<file path="src/rtl/mem_control_if.sv">
// mem_control_if: CPU-side and SRAM-side signal bundle for mem_control.
//   CPU side : inst_addr_i, inst_en_i, inst_data_o (fetch port)
//              mem_addr_i, mem_wdata_i, mem_re_i, mem_we_i, mem_rdata_o (MEM-stage port)
//              pause_o (pipeline pause request)
//   SRAM side: ram_addr_o, ram_data_i, ram_data_o, ram_data_oe_o,
//              ram_ce_n_o, ram_oe_n_o, ram_we_n_o (active-low strobes)
// Modports: slave = mem_control itself, master = whatever drives the CPU inputs and SRAM read data.
interface mem_control_if #(
    parameter int unsigned DATA_W     = 16,
    parameter int unsigned ADDR_W     = 16,
    parameter int unsigned RAM_ADDR_W = 18
);
    logic [ADDR_W-1:0]     inst_addr_i;
    logic                  inst_en_i;
    logic [DATA_W-1:0]     inst_data_o;
    logic [ADDR_W-1:0]     mem_addr_i;
    logic [DATA_W-1:0]     mem_wdata_i;
    logic                  mem_re_i;
    logic                  mem_we_i;
    logic [DATA_W-1:0]     mem_rdata_o;
    logic                  pause_o;
    logic [RAM_ADDR_W-1:0] ram_addr_o;
    logic [DATA_W-1:0]     ram_data_i;
    logic [DATA_W-1:0]     ram_data_o;
    logic                  ram_data_oe_o;
    logic                  ram_ce_n_o;
    logic                  ram_oe_n_o;
    logic                  ram_we_n_o;

    modport slave (
        input  inst_addr_i, inst_en_i, mem_addr_i, mem_wdata_i, mem_re_i, mem_we_i, ram_data_i,
        output inst_data_o, mem_rdata_o, pause_o, ram_addr_o, ram_data_o, ram_data_oe_o,
               ram_ce_n_o, ram_oe_n_o, ram_we_n_o
    );

    modport master (
        output inst_addr_i, inst_en_i, mem_addr_i, mem_wdata_i, mem_re_i, mem_we_i, ram_data_i,
        input  inst_data_o, mem_rdata_o, pause_o, ram_addr_o, ram_data_o, ram_data_oe_o,
               ram_ce_n_o, ram_oe_n_o, ram_we_n_o
    );
endinterface

</file>
<file path="src/rtl/mem_control.sv">
// mem_control: single async-SRAM responder shared by instruction fetch and MEM-stage data.
// Data accesses win over fetch; while one is in flight the pipeline is paused.
//   clk  : system clock, all state on the rising edge
//   rst  : synchronous active-high reset
//   bus  : mem_control_if.slave (CPU fetch/data ports, pause, SRAM pins)
// Load  = 2 cycles (access in IDLE, then RELEASE); store = 4 cycles
// (setup in IDLE, WR_PULSE, WR_HOLD, RELEASE).
module mem_control #(
    parameter int unsigned DATA_W     = 16,
    parameter int unsigned ADDR_W     = 16,
    parameter int unsigned RAM_ADDR_W = 18
) (
    input logic         clk,
    input logic         rst,
    mem_control_if.slave bus
);

    // StRd and StWrSetup are never entered: the first access cycle of a load
    // or store is the IDLE cycle in which the request is seen.
    typedef enum logic [2:0] {
        StIdle,
        StRd,
        StWrSetup,
        StWrPulse,
        StWrHold,
        StRelease
    } state_e;

    state_e              state_q;
    logic [ADDR_W-1:0]   addr_q;
    logic [DATA_W-1:0]   wdata_q;
    logic [DATA_W-1:0]   rdata_q;

    always_ff @(posedge clk) begin
        if (rst) begin
            state_q <= StIdle;
            addr_q  <= '0;
            wdata_q <= '0;
            rdata_q <= '0;
        end else begin
            case (state_q)
                StIdle: begin
                    if (bus.mem_we_i) begin
                        // Latch so the inputs may change during the pulse/hold beats.
                        addr_q  <= bus.mem_addr_i;
                        wdata_q <= bus.mem_wdata_i;
                        state_q <= StWrPulse;
                        // A load issued together with a store is dropped and reads as 0.
                        if (bus.mem_re_i) rdata_q <= '0;
                    end else if (bus.mem_re_i) begin
                        rdata_q <= bus.ram_data_i;
                        state_q <= StRelease;
                    end
                end
                StWrPulse: state_q <= StWrHold;
                StWrHold:  state_q <= StRelease;
                default:   state_q <= StIdle;
            endcase
        end
    end

    assign bus.mem_rdata_o = rdata_q;

    always_comb begin
        bus.ram_addr_o    = RAM_ADDR_W'(bus.inst_addr_i);
        bus.ram_data_o    = '0;
        bus.ram_data_oe_o = 1'b0;
        bus.ram_ce_n_o    = 1'b1;
        bus.ram_oe_n_o    = 1'b1;
        bus.ram_we_n_o    = 1'b1;
        bus.pause_o       = 1'b0;
        bus.inst_data_o   = '0;
        if (!rst) begin
            if (state_q == StWrPulse || state_q == StWrHold) begin
                bus.ram_addr_o    = RAM_ADDR_W'(addr_q);
                bus.ram_data_o    = wdata_q;
                bus.ram_data_oe_o = 1'b1;
                bus.ram_ce_n_o    = 1'b0;
                bus.ram_we_n_o    = (state_q != StWrPulse);
                bus.pause_o       = 1'b1;
            end else if (state_q == StIdle && bus.mem_we_i) begin
                // Store setup beat: address and data settle before the pulse.
                bus.ram_addr_o    = RAM_ADDR_W'(bus.mem_addr_i);
                bus.ram_data_o    = bus.mem_wdata_i;
                bus.ram_data_oe_o = 1'b1;
                bus.ram_ce_n_o    = 1'b0;
                bus.pause_o       = 1'b1;
            end else if (state_q == StIdle && bus.mem_re_i) begin
                bus.ram_addr_o = RAM_ADDR_W'(bus.mem_addr_i);
                bus.ram_ce_n_o = 1'b0;
                bus.ram_oe_n_o = 1'b0;
                bus.pause_o    = 1'b1;
            end else begin
                // Fetch path: IDLE without request, RELEASE (request ignored).
                bus.ram_ce_n_o  = ~bus.inst_en_i;
                bus.ram_oe_n_o  = 1'b0;
                bus.inst_data_o = bus.inst_en_i ? bus.ram_data_i : '0;
            end
        end
    end

endmodule

</file>
<file path="src/flat_wrapper.sv">
// flat-port wrapper written by rule: the top's interface ports become plain ports
module mem_control_flat 
#(
    parameter int unsigned DATA_W     = 16,
    parameter int unsigned ADDR_W     = 16,
    parameter int unsigned RAM_ADDR_W = 18
)
  (clk, rst, bus_inst_addr_i, bus_inst_en_i, bus_mem_addr_i, bus_mem_wdata_i, bus_mem_re_i, bus_mem_we_i, bus_ram_data_i, bus_inst_data_o, bus_mem_rdata_o, bus_pause_o, bus_ram_addr_o, bus_ram_data_o, bus_ram_data_oe_o, bus_ram_ce_n_o, bus_ram_oe_n_o, bus_ram_we_n_o);
  mem_control_if #(.DATA_W(DATA_W), .ADDR_W(ADDR_W), .RAM_ADDR_W(RAM_ADDR_W)) bus_i ();
  input logic clk;
  input logic rst;
  input wire logic [$bits(bus_i.inst_addr_i)-1:0] bus_inst_addr_i;
  input wire logic [$bits(bus_i.inst_en_i)-1:0] bus_inst_en_i;
  input wire logic [$bits(bus_i.mem_addr_i)-1:0] bus_mem_addr_i;
  input wire logic [$bits(bus_i.mem_wdata_i)-1:0] bus_mem_wdata_i;
  input wire logic [$bits(bus_i.mem_re_i)-1:0] bus_mem_re_i;
  input wire logic [$bits(bus_i.mem_we_i)-1:0] bus_mem_we_i;
  input wire logic [$bits(bus_i.ram_data_i)-1:0] bus_ram_data_i;
  output wire logic [$bits(bus_i.inst_data_o)-1:0] bus_inst_data_o;
  output wire logic [$bits(bus_i.mem_rdata_o)-1:0] bus_mem_rdata_o;
  output wire logic [$bits(bus_i.pause_o)-1:0] bus_pause_o;
  output wire logic [$bits(bus_i.ram_addr_o)-1:0] bus_ram_addr_o;
  output wire logic [$bits(bus_i.ram_data_o)-1:0] bus_ram_data_o;
  output wire logic [$bits(bus_i.ram_data_oe_o)-1:0] bus_ram_data_oe_o;
  output wire logic [$bits(bus_i.ram_ce_n_o)-1:0] bus_ram_ce_n_o;
  output wire logic [$bits(bus_i.ram_oe_n_o)-1:0] bus_ram_oe_n_o;
  output wire logic [$bits(bus_i.ram_we_n_o)-1:0] bus_ram_we_n_o;
  assign bus_i.inst_addr_i = bus_inst_addr_i;
  assign bus_i.inst_en_i = bus_inst_en_i;
  assign bus_i.mem_addr_i = bus_mem_addr_i;
  assign bus_i.mem_wdata_i = bus_mem_wdata_i;
  assign bus_i.mem_re_i = bus_mem_re_i;
  assign bus_i.mem_we_i = bus_mem_we_i;
  assign bus_i.ram_data_i = bus_ram_data_i;
  assign bus_inst_data_o = bus_i.inst_data_o;
  assign bus_mem_rdata_o = bus_i.mem_rdata_o;
  assign bus_pause_o = bus_i.pause_o;
  assign bus_ram_addr_o = bus_i.ram_addr_o;
  assign bus_ram_data_o = bus_i.ram_data_o;
  assign bus_ram_data_oe_o = bus_i.ram_data_oe_o;
  assign bus_ram_ce_n_o = bus_i.ram_ce_n_o;
  assign bus_ram_oe_n_o = bus_i.ram_oe_n_o;
  assign bus_ram_we_n_o = bus_i.ram_we_n_o;
  mem_control #(.DATA_W(DATA_W), .ADDR_W(ADDR_W), .RAM_ADDR_W(RAM_ADDR_W)) u_core (.clk(clk), .rst(rst), .bus(bus_i));
endmodule
</file>
<file path="config.mk">
export PLATFORM = sky130hd
export DESIGN_NAME = mem_control_flat
export DESIGN_NICKNAME = d
export VERILOG_FILES = /design/src/rtl/mem_control_if.sv /design/src/rtl/mem_control.sv /design/src/flat_wrapper.sv
export SDC_FILE = /design/constraint.sdc
export NUM_CORES = 1
export LEC_CHECK = 0
export BUFFER_PORTS_ARGS = -buffer_cell sky130_fd_sc_hd__clkbuf_2
export CAP_MARGIN = 10
export CORE_MARGIN = 4
export CORE_UTILIZATION = 40
export CTS_BUF_LIST = sky130_fd_sc_hd__clkbuf_4
export CTS_CLUSTER_DIAMETER = 100
export DETAILED_ROUTE_END_ITERATION = 16
export PLACE_DENSITY = 0.82
export REMOVE_ABC_BUFFERS = 1
export SYNTH_ARGS = -nofsm -noshare
export SYNTH_HDL_FRONTEND = slang
export SYNTH_SLANG_ARGS = --single-unit
</file>
<file path="constraint.sdc">
create_clock -name clk -period 1.7 [get_ports clk]
set_input_delay 0.085 -clock clk [delete_from_list [all_inputs] [get_ports clk]]
set_output_delay 0.085 -clock clk [all_outputs]
set_load 0.05 [all_outputs]
</file>
==> run summary, run 1 <==
Outcome = complete, but fails checks
Failing checks = negative setup slack
Post-Layout Cell Count = 618
Total CTS buffers = 5
Root buffer cell = clkbuf_4
Max Root-Sink Buffers = 2
Post-DRT Antenna Nets = 0
Buf+Inv Stages, Crit Path = 3
IO buf count = 137
Worst EP arrival = 1890 ps
Post-route clock period utilization = 116%
Die span in y = 86.2 µm
CP max-delay cell = dfxtp_4
DRC = 0
Post-Route Setup TNS = -10,780 ps
WL per Instance = 18.6 µm
Final #Nets = 611
Crit path max-delay family = buffers and inverters
Post-synth EDFFs = 0
Share of the synthesized area in the top cell type = 41.7%
Crit Path Category = flip-flop to output pin
Slowest stage delay, CP = 400 ps
Share of cells above drive strength 1 = 48.0%
Initial antenna violation count = 1
Placer Congestion = 0.811
DRT iter0 DRCs = 180
Clock Latency Late Sink = 370 ps
Max Cap Viol = 0
Maximum fanout along the worst path = 7
Setup WS post-layout = -273 ps
H-tree levels = 2
Starting density of the core = 41.3%
Yosys cell types = 25
Die W = 86.2 µm
Seq/Total Area, Yosys = 41.7%
Row Count = 28
Total design power = 3.78 mW
Vias per cell = 5.48
Core area = 5920 µm²
Max Transition Viols Final = 0
Slew margin rel. = 49.6%
First-pass GRT wire length = 16,100 µm
Clock-pin transition on the worst setup and hold timing paths = 150 ps
Worst-path cell chain = buf_4, nor3_4, and2_4, clkbuf_16, nand2_2, a21oi_2, buf_8
Pre-CTS WS = -27.0 ps
Fraction of registers with async set/reset = 0%
Cell Pwr Density = 755 nW/µm²
FF+latch count, synth = 51
Post-Place Cells = 550
Hpwl dp = 5710 µm
Cell area after synthesis = 2450 µm²
Largest net degree at the start of global routing = 53
Startpoint types = flip-flop
Sink Count = 51
GRT Total Usage = 27.4%
DRT Pass-1 Iters = 5
Vias = 3,389
Worst setup EP type = output pin
RSZ-0062 raised after global routing = true
Die ar. = 7430 µm²
Ports = 140
Gr ovfl total = 0
Static Leak = 2.16 nW
Biggest area consumer among synthesized cells = dfxtp_1
Fin. Hold Viols = 0
Fin crit period = 1970 ps
Finish-stage setup viols = 51
Synth top area cells = dfxtp_1, nand2_1, a21oi_1
WP data required = 1620 ps
Synthesized area per cell = 7.07 µm²
Mapped Cells = 346
Min-delay worst type = input port to flip-flop
Post-Route WL = 11,500 µm
CTS tree = yes
Worst-Margin Slew = 756 ps
Area growth syn-to-layout = 105%
Vias in the first global route = 3,349
Worst Skew = 26.4 ps
Fmax = 507 MHz
Peak VDD IR = 0.541 mV
Yosys warns = 0
Ys flop type = dfxtp_1
==> metrics by stage <==
| stage | hold slack, ps | utilization [%] | cell area, µm² |
|---|---|---|---|
| after floorplan | 154 | - | 2310 |
| after global placement | 325 | 57.3 | 3390 |
| after detailed placement | 331 | 57.3 | 3390 |
| after CTS | 2.33 | 77.3 | 4580 |
| after global routing | 26.7 | 84.6 | 5010 |
| final | 30.7 | 84.6 | 5010 |
==> metal layers <==
| layer | GRT usage, % | up-vias | wire length [µm] |
|---|---|---|---|
| li1 | - | 1561 | - |
| met1 | 27.8 | 1606 | 3850 |
| met2 | 53.7 | 166 | 6350 |
| met3 | 4.56 | 56 | 597 |
| met4 | 12.6 | 0 | 669 |
| met5 | 0 | - | 0 |
==> timing repair <==
item                                    4_1_cts  5_1_grt
endpoints found under the hold margin        45        0
pin swaps                                     7       35
resized for setup                           149      110
hold buffers                                 45        0
buffers inserted                              7        6
gates cloned                                  2        2
endpoints found under the setup margin       52       68
==> layout by cell type, fill, tap and decap left out, drive strengths merged <==
cell / synthesis / final
nor3: 2 / 2
a21o: 1 / 1
inv: 1 / 1
o31ai: 1 / 1
dfxtp: 51 / 51
a22oi: 16 / 16
buf: 12 / 79
dlygate4sd3: 0 / 45
nor3b: 1 / 1
and3b: 1 / 1
clkbuf: 18 / 100
nor2b: 1 / 1
nand3: 1 / 1
and2: 19 / 19
bufinv: 0 / 1
nor2: 18 / 18
diode: 0 / 1
conb: 1 / 2
a31oi: 16 / 16
o21ai: 2 / 2
nand2: 115 / 115
nor4: 1 / 1
nand3b: 1 / 1
a21oi: 67 / 67
==> registers in the layout, summed over array words and instances, names as in the netlist <==
name	count
u_core.state_q	3
u_core.wdata_q	16
u_core.addr_q	16
u_core.bus.mem_rdata_o	16
==> report_power, final <==
group / switching [mW] / leakage (nW) / internal [mW]
Sequential: 0.0564 / 0.419 / 1.27
Combinational: 1.03 / 1.70 / 0.734
Clock: 0.366 / 0.0417 / 0.320
Total: 1.46 / 2.16 / 2.33
==> cell type report <==
class / instances / area, µm²
inverter: 1 / 3.75
timing repair buffer: 218 / 2050
clock buffer: 6 / 45.0
antenna: 1 / 2.50
tap: 75 / 93.8
fill: 319 / 910
clock inverter: 1 / 30.0
multi-input combinational: 265 / 1760
sequential: 51 / 1030
==> cells in the mapped netlist, drive strengths merged (2+ instances only) <==
library cell and count:
nor2 18, buf 12, a31oi 16, o21ai 2
nand2 115, a21oi 67, clkbuf 18, dfxtp 51
nor3 2, and2 19, a22oi 16
==> final timing paths <==
check	startpoint	endpoint	slack (ps)	cells after the start
hold reg to reg	u_core.addr_q[3]	u_core.addr_q[3]	460	2
setup reg to reg	u_core.state_q[1]	u_core.addr_q[6]	100	8
setup / recovery	u_core.state_q[1]	bus_ram_data_o[14]	-270	7
hold / removal	bus_ram_data_i[14]	u_core.bus.mem_rdata_o[14]	30	3
==> worst min-delay path, stage by stage <==
cell and delay (ps):
clkbuf_2 100, a22oi_1 80, nor2_1 90
==> kinds of logic after synthesis <==
group                  synth area share [%]
other                                 0.153
buffers and inverters                  5.73
AND/OR/NAND/NOR                        28.0
AO/OA/AOI/OAI                          24.4
flip-flops                             41.7
(Power assumes the default switching activity.)
==> run 2: changes to the inputs <==
- ABC_AREA: not set -> 1
- CORE_MARGIN: 4 -> 1.5
- PLACE_DENSITY: 0.82 -> 0.8
==> run 2 against run 1 <==
The run still ends with negative setup slack left. Power increased by 5.7%. First-iteration DRC count increased by 13%. Sequential power barely moved. Register-to-register slack got worse by 50 ps. Synthesized cell count rose by 29%. Critical path depth stayed put. Critical path type unchanged.
==> run summary, run 2 <==
GRT Total Usage = 25.2%
Crit path max-delay family = buffers and inverters
Pre-CTS WS = 39.0 ps
Mapped Cells = 447
Synth top area cells = dfxtp_1, nand2_1, a21oi_1
Startpoint types = flip-flop
Worst-Margin Slew = 657 ps
Net Switching = 1.76 mW
Area growth syn-to-layout = 72.7%
Largest net degree at the start of global routing = 52
Gr ovfl total = 0
Maximum fanout along the worst path = 8
Clock Latency Late Sink = 370 ps
DRT Pass-1 Iters = 5
Vias per cell = 5.29
Core area = 6760 µm²
FF+latch count, synth = 51
Starting density of the core = 41.1%
Vias = 3,725
Sink Count = 51
Switching share of power = 44.0%
Die W = 86.3 µm
Peak VDD IR = 0.568 mV
Seq/Total Area, Yosys = 36.8%
Slew margin rel. = 56.2%
Most frequent cells after synthesis = nand2_1, a21oi_1, nand3_1, dfxtp_1, inv_1
CP max-delay cell = dfxtp_4
Most frequent cells in the layout = nand2_1, clkbuf_2, nand3_1, a21oi_1, dfxtp_1
Die span in y = 86.3 µm
Fmax = 526 MHz
RSZ-0062 raised after global routing = true
Fraction of registers with async set/reset = 0%
Worst Skew = 8.33 ps
Biggest area consumer among synthesized cells = dfxtp_1
Clock-pin transition on the worst setup and hold timing paths = 150 ps
Slowest stage delay, CP = 400 ps
WL per Instance = 15.0 µm
IO buf count = 137
Static Leak = 2.31 nW
Outcome = complete, but fails checks
WHS = 9.83 ps
Most common cell after layout, fill and taps aside = nand2_1
Cell Pwr Density = 835 nW/µm²
Logic pwr share = 52.1%
Row Count = 30
Yosys cell types = 21
Post-Route Setup TNS = -7460 ps
Post-synth EDFFs = 0
Fin. Hold Viols = 0
Cell area after synthesis = 2770 µm²
Initial antenna violation count = 0
Ports = 140
Post-Route WL = 10,600 µm
Finished Core Util = 70.9%
Setup WS post-layout = -200 ps
Placer Congestion = 0.843
Worst setup EP type = output pin
Synthesized area per cell = 6.21 µm²
Buf+Inv Stages, Crit Path = 3
DRT iter0 DRCs = 203
Max Cap Viol = 0
Finish-stage setup viols = 52
Failing checks = negative setup slack
Max Transition Viols Final = 0
Die ar. = 7440 µm²
Post-DRT Antenna Nets = 0
Clock group share of total power = 13.9%
Pint = 2.24 mW
Share of the synthesized area in the top cell type = 36.8%
Min-delay worst type = input port to flip-flop
Ys flop type = dfxtp_1
Max Root-Sink Buffers = 2
Ant. Diodes = 0
H-tree levels = 2
Worst EP arrival = 1820 ps
Root buffer cell = clkbuf_4
Flop pwr share = 34.0%
DRC = 0
Total CTS buffers = 5
Most common cell in the netlist = nand2_1
Hpwl dp = 5630 µm
WP data required = 1620 ps
Crit Path Category = flip-flop to output pin
First-pass GRT wire length = 15,000 µm
CTS tree = yes
Worst-path cell chain = nor2_4, nand3_4, buf_12, clkinv_8, nand2_1, a21oi_1, buf_4
Vias in the first global route = 3,372
Yosys warns = 0
Fin crit period = 1900 ps
FILL cells = 505
Post-route clock period utilization = 112%
Final #Nets = 692
Share of cells above drive strength 1 = 35.4%
[run 2: metal layers]
| layer | up-vias | routed length (µm) | track usage (%) |
|---|---|---|---|
| met5 | - | 0 | 0 |
| met4 | 0 | 509 | 12.2 |
| met3 | 48 | 669 | 4.76 |
| met2 | 182 | 5420 | 46.0 |
| met1 | 1718 | 3980 | 28.0 |
| li1 | 1777 | - | - |
[run 2: final cells by class]
class | count | area [µm²] | share of cell area, %
multi-input combinational | 318 | 1690 | 35.2
timing repair buffer | 194 | 1680 | 35.1
sequential | 51 | 1030 | 21.5
inverter | 51 | 209 | 4.36
tap | 80 | 100 | 2.09
clock buffer | 6 | 45.0 | 0.940
timing repair inverter | 2 | 32.5 | 0.679
clock inverter | 2 | 7.51 | 0.157
[run 2: final timing paths]
| path | cells past startpoint | to | slack, ps | start |
|---|---|---|---|---|
| setup reg to reg | 7 | u_core.bus.mem_rdata_o[10] | 50 | u_core.state_q[0] |
| hold / removal | 3 | u_core.addr_q[15] | 10 | bus_mem_addr_i[15] |
| hold reg to reg | 2 | u_core.addr_q[11] | 460 | u_core.addr_q[11] |
| setup / recovery | 7 | bus_ram_data_o[6] | -200 | u_core.state_q[0] |
[run 2: through the flow]
step	instances	total power, mW	instance area (µm²)
final	704	4.00	4790
after global routing	704	4.17	4790
after floorplan	417	2.43	2630
after global placement	648	2.85	3550
after CTS	692	3.73	4400
after detailed placement	648	2.88	3550
[run 2: power by group through the flow]
| stage | clock [mW] | sequential (mW) | combinational [mW] |
|---|---|---|---|
| 6_report | 0.556 | 1.36 | 2.09 |
| 5_1_grt | 0.591 | 1.37 | 2.21 |
| 4_1_cts | 0.566 | 1.35 | 1.81 |
| 3_5_place_dp | 0 | 1.37 | 1.51 |
| 3_3_place_gp | 0 | 1.37 | 1.48 |
| 2_1_floorplan | 0 | 1.43 | 0.997 |
[run 2: logic make-up (layout without fill, tap and decap cells)]
logic type | count (synthesis) | in the layout | share of synthesized area, %
and+or+nand+nor | 231 | 234 | 35.9
AOI/OAI and AO/OA | 82 | 82 | 14.9
buffers and inverters | 82 | 255 | 12.2
DFF | 51 | 51 | 36.8
other | 1 | 2 | 0.135
[run 2: worst min-delay path, delay by kind of cell]
family | cells | cell delay [ps]
buffers and inverters | 1 | 90
AOI/OAI and AO/OA | 2 | 170
[run 2: timing repair]
action / in CTS / in global routing
hold endpoints to repair: 34 / 0
gates resized for setup: 108 / 82
gates cloned: 1 / 4
pin swaps: 4 / 7
hold buffers: 34 / 0
buffers inserted: 1 / 8
endpoints found under the setup margin: 52 / 52
==> run 3: changes to the inputs <==
- MAX_ROUTING_LAYER: not set -> met4
==> run 3 against run 2 <==
The flow still finishes with violations (negative setup slack). Clock skew increased by 0.89 ps. Sequential cell count unchanged. Sequential power about the same. Hold slack about the same. Cell count unchanged. Critical path type unchanged. Non-clock buffer count unchanged. Critical endpoint unchanged. Sequential share of layout area about the same. Final area about the same. First-iteration DRC count decreased by 13%. Via count increased by 0.35%.
==> run summary, run 3 (same netlist as run 2, synthesis figures left out) <==
Register area = 1030 µm²
WP data required = 1620 ps
WL per Instance = 15.0 µm
Total design power = 4.00 mW
Hpwl dp = 5630 µm
Post-DRT Antenna Nets = 0
Post-Route WL = 10,600 µm
Die W = 86.3 µm
DRC = 0
GRT Total Usage = 26.0%
Fmax = 524 MHz
Finish-stage setup viols = 52
Worst setup EP type = output pin
Cell Pwr Density = 836 nW/µm²
Vias = 3,738
Gr ovfl total = 0
Total CTS buffers = 5
RSZ-0062 raised after global routing = true
Max Cap Viol = 0
Core area = 6760 µm²
Gr busiest metal = met2
Min-delay worst type = input port to flip-flop
Placer Congestion = 0.856
DRT iter0 DRCs = 176
Worst Skew = 9.22 ps
Max Root-Sink Buffers = 2
Startpoint types = flip-flop
Maximum fanout along the worst path = 8
Ant. Diodes = 0
Area growth syn-to-layout = 72.6%
IO buf count = 137
CTS tree = yes
Vias in the first global route = 3,358
GR Layer Usage met1 = 28.3%
Clock-pin transition on the worst setup and hold timing paths = 150 ps
Clock Latency Late Sink = 370 ps
Die span in y = 86.3 µm
Pre-CTS WS = 39.0 ps
Multi-input gate area = 1680 µm²
Die ar. = 7440 µm²
GRT met2 Usage = 46.1%
Peak VDD IR = 0.466 mV
Setup WS post-layout = -209 ps
Vias per cell = 5.31
Static Leak = 2.32 nW
Max Transition Viols Final = 0
Crit Path Category = flip-flop to output pin
Worst-path cell chain = nor2_4, nand3_4, buf_12, clkinv_8, nand2_1, a21oi_1, buf_4
Worst-Margin Slew = 664 ps
Post-route clock period utilization = 112%
Starting density of the core = 41.1%
Fin. Hold Viols = 0
Sink Count = 51
Row Count = 30
First-pass GRT wire length = 15,100 µm
DRT Pass-1 Iters = 4
Initial antenna violation count = 0
Slowest stage delay, CP = 400 ps
Grt met3 use = 4.38%
Failing checks = negative setup slack
Most frequent cells in the layout = nand2_1, clkbuf_2, nand3_1, a21oi_1, dfxtp_1
Root buffer cell = clkbuf_4
Fin crit period = 1910 ps
Outcome = complete, but fails checks
Slew margin rel. = 55.8%
H-tree levels = 2
Ports = 140
FILL cells = 509
Most common cell after layout, fill and taps aside = nand2_1
CP max-delay cell = dfxtp_4
Worst EP arrival = 1820 ps
Share of cells above drive strength 1 = 35.7%
Final #Nets = 692
Largest net degree at the start of global routing = 52
==> run 3: metal layers <==
metal	vias up	share of wire [%]
met3	48	6.7
met2	196	51
met4	0	4.3
met5	-	0
met1	1715	38
li1	1779	-
==> run 3: final cells by class <==
class,count,share of cell area (%)
Clock buffer,6,0.941
Clock inverter,2,0.157
Inverter,51,4.36
Multi-Input combinational cell,318,35.1
Sequential cell,51,21.5
Tap cell,80,2.09
Timing Repair Buffer,194,35.1
Timing Repair inverter,2,0.680
==> run 3: through the flow <==
step	hold slack, ps	cell area [µm²]	setup TNS [ps]	std cells	util [%]
after detailed placement	350	3550	0	648	52.6
after global routing	12.9	4790	-12240	704	70.9
after global placement	338	3550	0	648	52.6
after floorplan	154	2630	-35340	417	-
after CTS	3.38	4400	-6160	692	65.1
final	10.1	4790	-7720	704	70.9
==> run 3: worst max-delay path: cells and delay by family, from the launching register on <==
kind                   cells  cell delay, ps
buffers and inverters      3             490
DFF                        1             400
and+or+nand+nor            3             410
AOI/OAI and AO/OA          1             140
==> run 3: report_power, final <==
part | switching [mW] | total (mW) | leakage, nW | internal, mW
sequential | 0.0574 | 1.36 | 0.419 | 1.30
combinational | 1.31 | 2.08 | 1.86 | 0.770
clock | 0.390 | 0.561 | 0.0307 | 0.171
total | 1.76 | 4.00 | 2.32 | 2.24
==> run 3: timing repair <==
item	4_1_cts	5_1_grt
hold endpoints to repair	34	0
cloned	1	4
setup buffers	1	8
pin swaps	4	7
hold buffers	34	0
resized for setup	108	84
setup endpoints to repair	52	52
==> run 3: path summary, 6_finish.rpt <==
check | from | endpoint | slack (ps) | cells after the start
max reg2reg | u_core.state_q[0] | u_core.bus.mem_rdata_o[10] | 20 | 7
min | bus_mem_addr_i[15] | u_core.addr_q[15] | 10 | 3
min reg2reg | u_core.addr_q[11] | u_core.addr_q[11] | 470 | 2
max | u_core.state_q[0] | bus_ram_data_o[6] | -210 | 7
